File: src/rtl/alu_flags_if.sv
// alu_flags_if: operand/op handshake, result and flag bundle between the register file and the ALU
interface alu_flags_if #(parameter int bits = 8);
  logic [bits-1:0] a, b, out;
  logic [2:0] op;
  logic flags_we, in_valid, in_ready, out_valid, c, z, n, v;
  modport master(output a, b, op, flags_we, in_valid, input in_ready, out, out_valid, c, z, n, v);
  modport slave(input a, b, op, flags_we, in_valid, output in_ready, out, out_valid, c, z, n, v);
endinterface

File: src/rtl/alu_flags_unit.sv
// alu_flags_unit: 8-op ALU with registered result and C/Z/N/V flags; ALU_MUL_EN adds an iterative shift-add multiplier on op 111
module alu_flags_unit #(parameter int bits = 8) (
  input logic clk,
  input logic rst_n,
  alu_flags_if.slave bus
);
  localparam int msb = bits - 1;
  logic [bits-1:0] bx, res;
  logic [bits:0] sum;
  logic cin, ovf, accept, mul_op;
  // op[0] selects the inverted B operand, op[1] selects the stored carry as carry-in
  always_comb begin
    bx = bus.op[0] ? ~bus.b : bus.b;
    cin = bus.op[1] ? bus.c : bus.op[0];
    sum = {1'b0, bus.a} + {1'b0, bx} + {{bits{1'b0}}, cin};
    ovf = (bus.a[msb] == bx[msb]) && (sum[msb] != bus.a[msb]);
    res = !bus.op[2] ? sum[bits-1:0] :
          bus.op[1:0] == 2'b00 ? bus.a & bus.b :
          bus.op[1:0] == 2'b01 ? bus.a | bus.b :
          bus.op[1:0] == 2'b10 ? bus.a ^ bus.b : bus.a;
  end
  assign accept = bus.in_valid && bus.in_ready;
`ifdef ALU_MUL_EN
  localparam int cw = $clog2(bits);
  localparam logic [cw-1:0] cnt_top = cw'(bits - 1);
  typedef enum logic {IDLE, MUL} state_t;
  state_t state;
  logic [2*bits-1:0] acc, acc_nx;
  logic [bits-1:0] ma, mb;
  logic [cw-1:0] cnt;
  logic fwe;
  assign mul_op = bus.op == 3'b111;
  assign bus.in_ready = state == IDLE;
  assign acc_nx = acc + (mb[cnt] ? ({{bits{1'b0}}, ma} << cnt) : '0);
`else
  assign mul_op = 1'b0;
  assign bus.in_ready = 1'b1;
`endif
  // result/flag register; multiplier sequencing when enabled
  always_ff @(posedge clk or negedge rst_n)
    if (!rst_n) begin
      bus.out <= '0;
      bus.out_valid <= 1'b0;
      {bus.c, bus.z, bus.n, bus.v} <= 4'b0;
`ifdef ALU_MUL_EN
      state <= IDLE;
      acc <= '0;
      ma <= '0;
      mb <= '0;
      cnt <= '0;
      fwe <= 1'b0;
`endif
    end else begin
      bus.out_valid <= 1'b0;
      if (accept && !mul_op) begin
        bus.out <= res;
        bus.out_valid <= 1'b1;
        if (bus.flags_we) begin
          bus.c <= bus.op[2] ? bus.c : sum[bits];
          bus.z <= res == '0;
          bus.n <= res[msb];
          bus.v <= !bus.op[2] && ovf;
        end
      end
`ifdef ALU_MUL_EN
      if (state == MUL) begin
        acc <= acc_nx;
        cnt <= cnt - 1'b1;
        if (cnt == '0) begin
          state <= IDLE;
          bus.out <= acc_nx[bits-1:0];
          bus.out_valid <= 1'b1;
          if (fwe) begin
            bus.c <= |acc_nx[2*bits-1:bits];
            bus.z <= acc_nx[bits-1:0] == '0;
            bus.n <= acc_nx[msb];
            bus.v <= 1'b0;
          end
        end
      end else if (accept && mul_op) begin
        state <= MUL;
        acc <= '0;
        ma <= bus.a;
        mb <= bus.b;
        cnt <= cnt_top;
        fwe <= bus.flags_we;
      end
`endif
    end
endmodule
File: src/flat_wrapper.sv
// flat-port wrapper written by rule: the top's interface ports become plain ports
module alu_flags_unit_flat 
#(parameter int bits = 8)
  (clk, rst_n, bus_a, bus_b, bus_op, bus_flags_we, bus_in_valid, bus_in_ready, bus_out, bus_out_valid, bus_c, bus_z, bus_n, bus_v);
  alu_flags_if #(.bits(bits)) bus_i ();
  input logic clk;
  input logic rst_n;
  input wire logic [$bits(bus_i.a)-1:0] bus_a;
  input wire logic [$bits(bus_i.b)-1:0] bus_b;
  input wire logic [$bits(bus_i.op)-1:0] bus_op;
  input wire logic [$bits(bus_i.flags_we)-1:0] bus_flags_we;
  input wire logic [$bits(bus_i.in_valid)-1:0] bus_in_valid;
  output wire logic [$bits(bus_i.in_ready)-1:0] bus_in_ready;
  output wire logic [$bits(bus_i.out)-1:0] bus_out;
  output wire logic [$bits(bus_i.out_valid)-1:0] bus_out_valid;
  output wire logic [$bits(bus_i.c)-1:0] bus_c;
  output wire logic [$bits(bus_i.z)-1:0] bus_z;
  output wire logic [$bits(bus_i.n)-1:0] bus_n;
  output wire logic [$bits(bus_i.v)-1:0] bus_v;
  assign bus_i.a = bus_a;
  assign bus_i.b = bus_b;
  assign bus_i.op = bus_op;
  assign bus_i.flags_we = bus_flags_we;
  assign bus_i.in_valid = bus_in_valid;
  assign bus_in_ready = bus_i.in_ready;
  assign bus_out = bus_i.out;
  assign bus_out_valid = bus_i.out_valid;
  assign bus_c = bus_i.c;
  assign bus_z = bus_i.z;
  assign bus_n = bus_i.n;
  assign bus_v = bus_i.v;
  alu_flags_unit #(.bits(bits)) u_core (.clk(clk), .rst_n(rst_n), .bus(bus_i));
endmodule
File: config.mk
export PLATFORM = sky130hd
export DESIGN_NAME = alu_flags_unit_flat
export DESIGN_NICKNAME = d
export VERILOG_FILES = /design/src/rtl/alu_flags_if.sv /design/src/rtl/alu_flags_unit.sv /design/src/flat_wrapper.sv
export SDC_FILE = /design/constraint.sdc
export NUM_CORES = 1
export LEC_CHECK = 0
export CORE_MARGIN = 10
export CORE_UTILIZATION = 40
export DETAILED_ROUTE_END_ITERATION = 6
export PLACE_DENSITY = 0.69
export REMOVE_ABC_BUFFERS = 1
export SLEW_MARGIN = 20
export SYNTH_ARGS = -nofsm -noshare
export SYNTH_HDL_FRONTEND = slang
export SYNTH_SLANG_ARGS = --single-unit
File: constraint.sdc
create_clock -name clk -period 2.3 [get_ports clk]
set_clock_uncertainty 0.05 [all_clocks]
set_input_delay 0.23 -clock clk [delete_from_list [all_inputs] [get_ports clk]]
set_output_delay 0.23 -clock clk [all_outputs]
set_load 0.05 [all_outputs]
* Word-level counts from Yosys, hierarchy flattened *
Index checks and enable logic that the tools add are counted.

storage, ports and cells
  word-level logic and storage cells = 31
  memories kept = 0
  output and inout bits = 14
  RAM bits = 0
  bits in registers = 13
  memory bits (read-only) = 0
  input bits = 23
  bits in latches = 0

operators by class
  shift operators = 0
  multiplexer cells = 7
  eq/ne operators = 4
  reduce and logical (&&, ||, !) cells = 7
  divide/modulo/power cells = 0
  magnitude comparators = 0
  multiply operators = 0
  bitwise gates (word level) = 5
  add/sub/neg operators = 2

operator list
  kind                  number
  $mux W8               5
  $add A8 B8 Y9         1
  $add A9 B1 Y9         1
  $and A8 B8 Y8         1
  $logic_not A8 Y1      1
  $not A8 Y8            1
  $or A8 B8 Y8          1
  $xor A8 B8 Y8         1
  $reduce_and A3 Y1     1
  $eq A2 B1 Y1 const B  1
  $eq A2 B2 Y1 const B  1
  $logic_and A1 B1 Y1   2
  $logic_not A2 Y1      1
  $mux W1               2
  $reduce_and A2 Y1     1
  $eq A1 B1 Y1          1
  $logic_not A1 Y1      1
  $ne A1 B1 Y1          1
  $not A1 Y1            1

* Logic depth before layout (Yosys ltp) *
Gate-level depths: netlist of the first run.

  depth after elaboration = 7
  gate-level depth with buffers = 11
  depth with buffers taken out = 9

* Worst setup path before layout of the first run *
OpenSTA, ideal clock, no wires.

  kind = reg2reg
  start = register u_core.bus.c
  end = register u_core.bus.z
  data required time = 2.130 ns
  library setup time = 0.120 ns
  clock period less this slack = 2.641 ns
  path buffers = 0
  cell stages (with the launch flop) = 10
  slack = -0.341 ns
  arrival = 2.470 ns
  cells stage by stage = dfrtp_1 -> mux2i_1 -> fa_1 -> fa_1 -> nor2b_1 -> o31a_1 -> o21a_1 -> nor3_1 -> o31a_1 -> a41o_1

between the ends
  word-level cells in the longest chain between the ends = 4

ends and longest elaborated chain
  what                      line                  RTL
  start: declaration        alu_flags_if.sv:7     modport slave(input a, b, op, flags_we, in_valid, output in_ready, out, out_valid, c, z, n, v);
  start signal: assignment  alu_flags_unit.sv:59  bus.c <= bus.op[2] ? bus.c : sum[bits];
  $mux W1                   alu_flags_unit.sv:14  cin = bus.op[1] ? bus.c : bus.op[0];
  $add A9 B1 Y9             alu_flags_unit.sv:15  sum = {1'b0, bus.a} + {1'b0, bx} + {{bits{1'b0}}, cin};
  $mux W8                   alu_flags_unit.sv:17  res = !bus.op[2] ? sum[bits-1:0] :
  $logic_not A8 Y1          alu_flags_unit.sv:60  bus.z <= res == '0;
  end signal: assignment    alu_flags_unit.sv:44  {bus.c, bus.z, bus.n, bus.v} <= 4'b0;
  end signal: assignment    alu_flags_unit.sv:60
  end: declaration          alu_flags_if.sv:7

No other way between the ends.
A chain may end at the register's enable or synchronous reset.

* Worst setup path in the final report of the first run *
Same ends and word-level chain as after synthesis.

==> run summary, run 1 <==
=====================================================================================
Outcome                                                                  finished, violations left
Violations in the final reports                                          negative setup slack
Seq. cell area                                                              325.3 um2
Net load switching power                                                    0.4562 mW
Max-slew violation count                                                            0
Post-synth ARST share                                                           1.000
Gpl congestion                                                                 0.8549
Mapped Avg Cell Area                                                        9.462 um2
Count of input and output buffers                                                  35
Sum of overflow across all layers after global routing                              0
Highest net fanout along the worst path                                             3
Starting density of the core                                                   0.4135
Post-synthesis sequential area ratio                                           0.2149
Fraction of final layout cells with drive strength greater than 1              0.2232
Horizontal die dimension                                                     81.52 um
CTS Hold Bufs                                                                       0
Number of placement rows                                                           22
Largest area contributor in the netlist                                  sky130_fd_sc_hd__dfrtp_1
F_max                                                                       421.2 MHz
Clock sink count                                                                   13
Filler cells                                                                      306
Max_slew headroom                                                              0.6211
Category of the worst setup path capture point                              flip-flop
Clock insertion delay at the later pin of the skew report                      240 ps
Area growth from synthesis to final layout                                     43.72%
Count of endpoints failing setup in the final report                                2
Slew @ Worst Pin                                                             566.6 ps
CTS tree                                                                        built
Number of remaining DRC errors                                                      0
Clock Pin Slew Worst Setup and Hold Paths                                       50 ps
Die ar.                                                                      6646 um2
Count of endpoints failing hold in the final timing report                          0
Post-synth EDFFs                                                                    0
Net switching fraction of the power                                            0.3992
Count of placed standard cells including taps                                     265
Post-synthesis instance area                                                 1514 um2
Detailed-route via count                                                         1369
Final clock period utilization by the worst path                                1.032
Unrepaired setup endpoints after global routing                                  true
Global-route wire length before repair                                       6.444 mm
Library cell used as clock root buffer                                   sky130_fd_sc_hd__clkbuf_8
Yosys top cell area share                                                      0.2149
Vias in the first global route                                                   1496
Placed cell area                                                             2082 um2
Mapped Cells                                                                      160
CP arrival                                                                    2460 ps
Register bit count reported by yosys                                               13
Leak Pwr                                                                     1.072 nW
Overall global routing resource usage                                          0.1210
Area of all placed cells without fillers                                     2176 um2
Warning count from the yosys run                                                    0
Number of top-level design ports                                                   37
Worst-case setup margin in the final layout                                 -74.19 ps
Max-capacitance violation count                                                     0
Min cycle time layout                                                         2374 ps
Areal power density over the cells                                       525.3 nW/um2
Net total in the final layout                                                     273
Area of the placeable core                                                   3661 um2
Number of routed nets with antenna violations                                       0
Initial antenna violation count                                                     0
First-pass iteration count of the detailed router                                   4
Setup total negative slack                                                  -119.1 ps
Maximum root-to-sink buffer count                                                   2
Count of inserted antenna diode cells                                               0
Most frequent cells in the layout                                        31 x sky130_fd_sc_hd__buf_4, 29 x sky130_fd_sc_hd__clkdlybuf4s50_1, 25 x sky130_fd_sc_hd__inv_1, 23 x sky130_fd_sc_hd__ha_1, 13 x sky130_fd_sc_hd__dfrtp_1
Per-cell routed wire length                                                  14.46 um
Maximum number of pins on one net before global-route repair                       17
Type of the worst min-delay path                                         input pin to async pin
Count of routing violations after the opening detailed-route iteration             47
Number of buffers inserted during clock tree synthesis                              3
Total number of H-tree levels                                                       1
Primary FF master, synth                                                 sky130_fd_sc_hd__dfrtp_1
Max IR drop VDD                                                             0.1787 mV
Non-filler cells in the finished layout                                           272
Detailed placer's ending HPWL                                                3.344 mm
Share of total power in the clock network                                       0.178
Relative contribution of sequential cells to total power                        0.252
Die outline height                                                           81.52 um
Internal power                                                              0.6867 mW
Worst EP required                                                             2380 ps
Proportion of power drawn by combinational gates                                0.570
Worst setup path class                                                   flip-flop to flip-flop
Number of vias per cell after detailed routing                                  5.033
Detailed Route WL                                                            3.933 mm
Multi-input gate area                                                        1055 um2
Post-synthesis cell type count                                                     40
Synth area leaders                                                       sky130_fd_sc_hd__dfrtp_1 21%, sky130_fd_sc_hd__ha_1 19%, sky130_fd_sc_hd__mux4_1 8.7%
Startpoint type of the worst setup path                                     flip-flop
Commonest non-fill, non-tap cell in the layout                           sky130_fd_sc_hd__buf_4
=====================================================================================
## final cells by class
class	count	share of cell area
timing repair buffer	67	0.2726
clock buffer	4	0.02070
multi-input combinational	114	0.4848
inverter	26	0.04485
tap	48	0.02760
sequential	13	0.1495
## per-layer routing
layer | wire length [um] | up-vias | track usage
met5 | 0 | - | 0
met4 | 77 | 0 | 0.04498
met3 | 254 | 9 | 0.02293
met2 | 2016 | 40 | 0.2378
met1 | 1585 | 640 | 0.1221
li1 | - | 680 | -
## worst max-delay path, stage by stage (launching register included)
cell                      delay [ps]
sky130_fd_sc_hd__dfrtp_1         380
sky130_fd_sc_hd__mux2i_2         190
sky130_fd_sc_hd__fa_2            250
sky130_fd_sc_hd__fa_2            210
sky130_fd_sc_hd__nor2b_2          50
sky130_fd_sc_hd__o31a_1          250
sky130_fd_sc_hd__o21a_1          190
sky130_fd_sc_hd__o21a_1          200
sky130_fd_sc_hd__o31a_1          300
sky130_fd_sc_hd__a41o_1          180
## Yosys cell counts, types with 2 or more instances
cell type / count
sky130_fd_sc_hd__a211oi_1: 2
sky130_fd_sc_hd__a21o_1: 2
sky130_fd_sc_hd__a21oi_1: 10
sky130_fd_sc_hd__buf_6: 2
sky130_fd_sc_hd__dfrtp_1: 13
sky130_fd_sc_hd__fa_1: 2
sky130_fd_sc_hd__ha_1: 23
sky130_fd_sc_hd__inv_1: 26
sky130_fd_sc_hd__mux2_2: 2
sky130_fd_sc_hd__mux2i_1: 2
sky130_fd_sc_hd__mux4_1: 5
sky130_fd_sc_hd__mux4_2: 2
sky130_fd_sc_hd__nand2_1: 6
sky130_fd_sc_hd__nand2b_1: 3
sky130_fd_sc_hd__nor2_1: 11
sky130_fd_sc_hd__nor2b_1: 2
sky130_fd_sc_hd__nor3_1: 3
sky130_fd_sc_hd__o211ai_1: 2
sky130_fd_sc_hd__o21a_1: 4
sky130_fd_sc_hd__o21ai_0: 9
sky130_fd_sc_hd__o31a_1: 2
sky130_fd_sc_hd__xnor2_1: 2
sky130_fd_sc_hd__xor2_1: 8
## power by group through the flow
stage                     clock, mW  combinational (mW)  sequential, mW
after floorplan                   0               0.217           0.422
final                         0.203               0.651           0.288
after global routing          0.218               0.705           0.292
after CTS                     0.205               0.650           0.289
after detailed placement          0               0.630           0.292
after global placement            0               0.611           0.290
## cell families (layout without fill, tap and decap cells)
group / Yosys count / after routing / share of synthesized area
other: 1 / 1 / 0.002477
muxes: 11 / 11 / 0.1446
buffers and inverters: 33 / 97 / 0.1041
AOI/OAI and AO/OA: 38 / 38 / 0.1628
adders and majority gates: 25 / 25 / 0.2165
and+or+nand+nor: 29 / 29 / 0.09669
xor gates and xnor gates: 10 / 10 / 0.05786
DFF: 13 / 13 / 0.2149
## registers in the layout, summed over array words and instances (netlist names)
register / cells
u_core.bus.c: 1
u_core.bus.n: 1
u_core.bus.out: 8
u_core.bus.out_valid: 1
u_core.bus.v: 1
u_core.bus.z: 1
## worst paths after layout
check | cells after the start | slack, ps | end | startpoint
max in group asynchronous | 1 | 1530 | u_core.bus.n | rst_n
min reg2reg | 2 | 440 | u_core.bus.n | u_core.bus.n
max | 9 | -70 | u_core.bus.z | u_core.bus.c
min in group clk | 2 | 440 | u_core.bus.n | u_core.bus.n
max reg2reg | 9 | -70 | u_core.bus.z | u_core.bus.c
min | 1 | 300 | u_core.bus.out[3] | rst_n
## repair_timing
item,in CTS,in global routing
resized for setup,13,5
setup endpoints to repair,10,8
buffers inserted,3,0
pin swaps,6,11
## through the flow
| stage | setup WS, ps | utilization | hold WS (ps) | power [mW] |
|---|---|---|---|---|
| floorplan | -340.9 | - | -115.6 | 0.6391 |
| global placement | -595.7 | 0.5687 | 410.9 | 0.9008 |
| detailed placement | -659.5 | 0.5687 | 437.8 | 0.9218 |
| CTS | -103.3 | 0.5913 | 319.7 | 1.144 |
| global route | -178.3 | 0.5943 | 359.2 | 1.216 |
| finish | -74.19 | 0.5943 | 301.7 | 1.143 |
(Power assumes the default switching activity.)
==> run 2: changes to the inputs <==
--- a/config.mk
+++ b/config.mk
@@ -9,7 +9,6 @@
 export CORE_UTILIZATION = 40
 export DETAILED_ROUTE_END_ITERATION = 6
 export PLACE_DENSITY = 0.69
-export REMOVE_ABC_BUFFERS = 1
 export SLEW_MARGIN = 20
 export SYNTH_ARGS = -nofsm -noshare
 export SYNTH_HDL_FRONTEND = slang
==> run 2 against run 1 <==
  * First-iteration DRC count increased by 17%
  * The run still ends with negative setup slack left
  * Global-route usage decreased by 1.1 points
  * Worst hold slack got worse by 3.3 ps
  * Clock-buffer cell count unchanged
  * Combinational power decreased by 1%
  * Utilization decreased by 0.38 points
  * Sequential share of layout area increased by 0.15 points
  * Register-to-register slack got worse by 20 ps
  * Clock power decreased by 3%
  * Critical endpoint unchanged
==> run summary, run 2 (synthesis gave the netlist of run 1 again) <==
=====================================================================================
Commonest non-fill, non-tap cell in the layout                           sky130_fd_sc_hd__clkdlybuf4s50_1   was sky130_fd_sc_hd__buf_4
Count of endpoints failing setup in the final report                                1   was 2
Register-to-Register Path Depth                                                     9   unchanged
Worst EP required                                                             2380 ps   about the same
Post-synth net total                                                              208
Clock insertion delay at the later pin of the skew report                      240 ps   about the same
Type of the worst min-delay path                                         input pin to async pin   unchanged
Net switching fraction of the power                                            0.3972   was 0.3992
Number of buffers inserted during clock tree synthesis                              3   unchanged
Initial antenna violation count                                                     0   unchanged
Highest net fanout along the worst path                                             3   unchanged
Max-capacitance violation count                                                     0   unchanged
Number of remaining DRC errors                                                      0   unchanged
CP arrival                                                                    2470 ps   was 2460 ps
Net total in the final layout                                                     269   was 273
Clock Pin Slew Worst Setup and Hold Paths                                       50 ps   about the same
Sum of overflow across all layers after global routing                              0   unchanged
Detailed Route WL                                                            3.649 mm   was 3.933 mm
Starting density of the core                                                   0.4135   unchanged
Max-slew violation count                                                            0   unchanged
Count of placed standard cells including taps                                     261   was 265
Setup total negative slack                                                  -92.93 ps   was -119.1 ps
Maximum number of pins on one net before global-route repair                       17   unchanged
Number of top-level design ports                                                   37   unchanged
Cell family contributing the most delay on the critical path             compound AO/OA/AOI/OAI gates   unchanged
Slew @ Worst Pin                                                             551.1 ps   was 566.6 ps
Areal power density over the cells                                       522.1 nW/um2   was 525.3 nW/um2
Register with the most flip-flops                                        u_core.bus.out   unchanged
Relative contribution of sequential cells to total power                        0.256   was 0.252
Internal power                                                              0.6805 mW   was 0.6867 mW
CP startpoint                                                            u_core.bus.c   unchanged
Slowest stage cell on the critical path                                  sky130_fd_sc_hd__dfrtp_2   was sky130_fd_sc_hd__dfrtp_1
Net load switching power                                                    0.4483 mW   was 0.4562 mW
Leak Pwr                                                                     1.051 nW   was 1.072 nW
Detailed placer's ending HPWL                                                3.174 mm   was 3.344 mm
Horizontal die dimension                                                     81.52 um   unchanged
Die ar.                                                                      6646 um2   unchanged
CTS tree                                                                        built   unchanged
Final Total Pwr                                                              1.129 mW   was 1.143 mW
Number of flip-flops under the largest register name                                8   unchanged
Worst path max stage delay                                                     410 ps   was 380 ps
F_max                                                                       417.9 MHz   was 421.2 MHz
Area of all placed cells without fillers                                     2162 um2   was 2176 um2
Worst-case setup margin in the final layout                                 -92.93 ps   was -74.19 ps
Area of the placeable core                                                   3661 um2   unchanged
Max_slew headroom                                                              0.6314   was 0.6211
Count of routing violations after the opening detailed-route iteration             55   was 47
Share of total power in the clock network                                       0.175   was 0.178
Number of vias per cell after detailed routing                                  5.019   was 5.033
Worst path cell trace                                                    mux2i_2 > fa_2 > fa_2 > nor2b_4 > o31a_1 > o21a_1 > o21a_1 > o31a_1 > a41o_1   was mux2i_2 > fa_2 > fa_2 > nor2b_2 > o31a_1 > o21a_1 > o21a_1 > o31a_1 > a41o_1
Count of input and output buffers                                                  35   unchanged
Startpoint type of the worst setup path                                     flip-flop   unchanged
Count of inserted antenna diode cells                                               0   unchanged
Proportion of power drawn by combinational gates                                0.569   was 0.570
Maximum root-to-sink buffer count                                                   2   unchanged
Number of placement rows                                                           22   unchanged
Gpl congestion                                                                 0.7918   was 0.8549
Total number of H-tree levels                                                       1   unchanged
Max IR drop VDD                                                             0.2112 mV   was 0.1787 mV
Overall global routing resource usage                                          0.1102   was 0.1210
Detailed-route via count                                                         1345   was 1369
Min cycle time layout                                                         2393 ps   was 2374 ps
Per-cell routed wire length                                                  13.62 um   was 14.46 um
Worst setup path class                                                   flip-flop to flip-flop   unchanged
Count of endpoints failing hold in the final timing report                          0   unchanged
Final core utilization                                                         0.5906   was 0.5943
Fraction of final layout cells with drive strength greater than 1              0.2227   was 0.2232
Global-route wire length before repair                                       5.975 mm   was 6.444 mm
Origin of the critical flop-to-flop path                                 u_core.bus.c   unchanged
Non-filler cells in the finished layout                                           268   was 272
Clock sink count                                                                   13   unchanged
Worst slack after detailed placement                                        -602.8 ps   was -659.5 ps
Worst hold margin                                                            298.4 ps   was 301.7 ps
Number of routed nets with antenna violations                                       0   unchanged
Placed cell area                                                             2058 um2   was 2082 um2
Unrepaired setup endpoints after global routing                                  true   unchanged
Outcome                                                                  finished, violations left   unchanged
Violations in the final reports                                          negative setup slack   unchanged
Final clock period utilization by the worst path                                1.040   was 1.032
Die outline height                                                           81.52 um   unchanged
Library cell used as clock root buffer                                   sky130_fd_sc_hd__clkbuf_8   unchanged
Category of the worst setup path capture point                              flip-flop   unchanged
Area growth from synthesis to final layout                                     42.81%   was 43.72%
First-pass iteration count of the detailed router                                   4   unchanged
Crit path buf inv count                                                             0   unchanged
Most frequent cells in the layout                                        31 x sky130_fd_sc_hd__clkdlybuf4s50_1, 27 x sky130_fd_sc_hd__buf_4, 25 x sky130_fd_sc_hd__inv_1, 23 x sky130_fd_sc_hd__ha_1, 12 x sky130_fd_sc_hd__dfrtp_1   was 31 x sky130_fd_sc_hd__buf_4, 29 x sky130_fd_sc_hd__clkdlybuf4s50_1, 25 x sky130_fd_sc_hd__inv_1, 23 x sky130_fd_sc_hd__ha_1, 13 x sky130_fd_sc_hd__dfrtp_1
Vias in the first global route                                                   1347   was 1496
Stages on worst setup path                                                          9   unchanged
=====================================================================================
[run 2: worst register-to-register path, cell delays in order, from the launching register on]
cell and delay [ps]:
sky130_fd_sc_hd__dfrtp_2 410, sky130_fd_sc_hd__mux2i_2 170, sky130_fd_sc_hd__fa_2 240, sky130_fd_sc_hd__fa_2 240
sky130_fd_sc_hd__nor2b_4 50, sky130_fd_sc_hd__o31a_1 250, sky130_fd_sc_hd__o21a_1 210, sky130_fd_sc_hd__o21a_1 180
sky130_fd_sc_hd__o31a_1 260, sky130_fd_sc_hd__a41o_1 220
[run 2: worst paths after layout]
path | to | slack, ps
worst max register to register | u_core.bus.z | -90
max in group asynchronous | u_core.bus.c | 1510
worst min register to register | u_core.bus.n | 430
min in group clk | u_core.bus.n | 430
worst max-delay path | u_core.bus.z | -90
worst min-delay path | u_core.bus.out[4] | 300
[run 2: per-layer routing]
metal	GRT usage	part of all wire
met1	0.1295	0.42
met2	0.1880	0.48
met4	0.04498	0.010
met3	0.02620	0.084
met5	0	0
[run 2: layout make-up]
class                           instances  area, um2
Sequential cell                        13      326.6
Fill cell                             320       1499
Multi-Input combinational cell        114       1071
Timing Repair Buffer                   63      561.8
Inverter                               26      97.59
Clock buffer                            4      45.04
Tap cell                               48      60.06
[run 2: timing repair]
item,in CTS,in global routing
hold endpoints to repair,0,0
pin swaps,6,5
setup endpoints to repair,8,7
hold buffers,0,0
setup buffers,1,2
gates resized for setup,11,6
[run 2: power groups by stage]
stage / clock, mW / sequential [mW] / combinational, mW
after floorplan: 0 / 0.423 / 0.240
after global placement: 0 / 0.290 / 0.592
after detailed placement: 0 / 0.293 / 0.616
after CTS: 0.204 / 0.289 / 0.630
after global routing: 0.216 / 0.293 / 0.696
final: 0.197 / 0.289 / 0.643
==> run 3: changes to the inputs <==
--- a/config.mk
+++ b/config.mk
@@ -9,7 +9,6 @@
 export CORE_UTILIZATION = 40
 export DETAILED_ROUTE_END_ITERATION = 6
 export PLACE_DENSITY = 0.69
-export SLEW_MARGIN = 20
 export SYNTH_ARGS = -nofsm -noshare
 export SYNTH_HDL_FRONTEND = slang
 export SYNTH_SLANG_ARGS = --single-unit
==> results of run 3 <==
Final layout, timing and power as in run 2 (identical DEF).
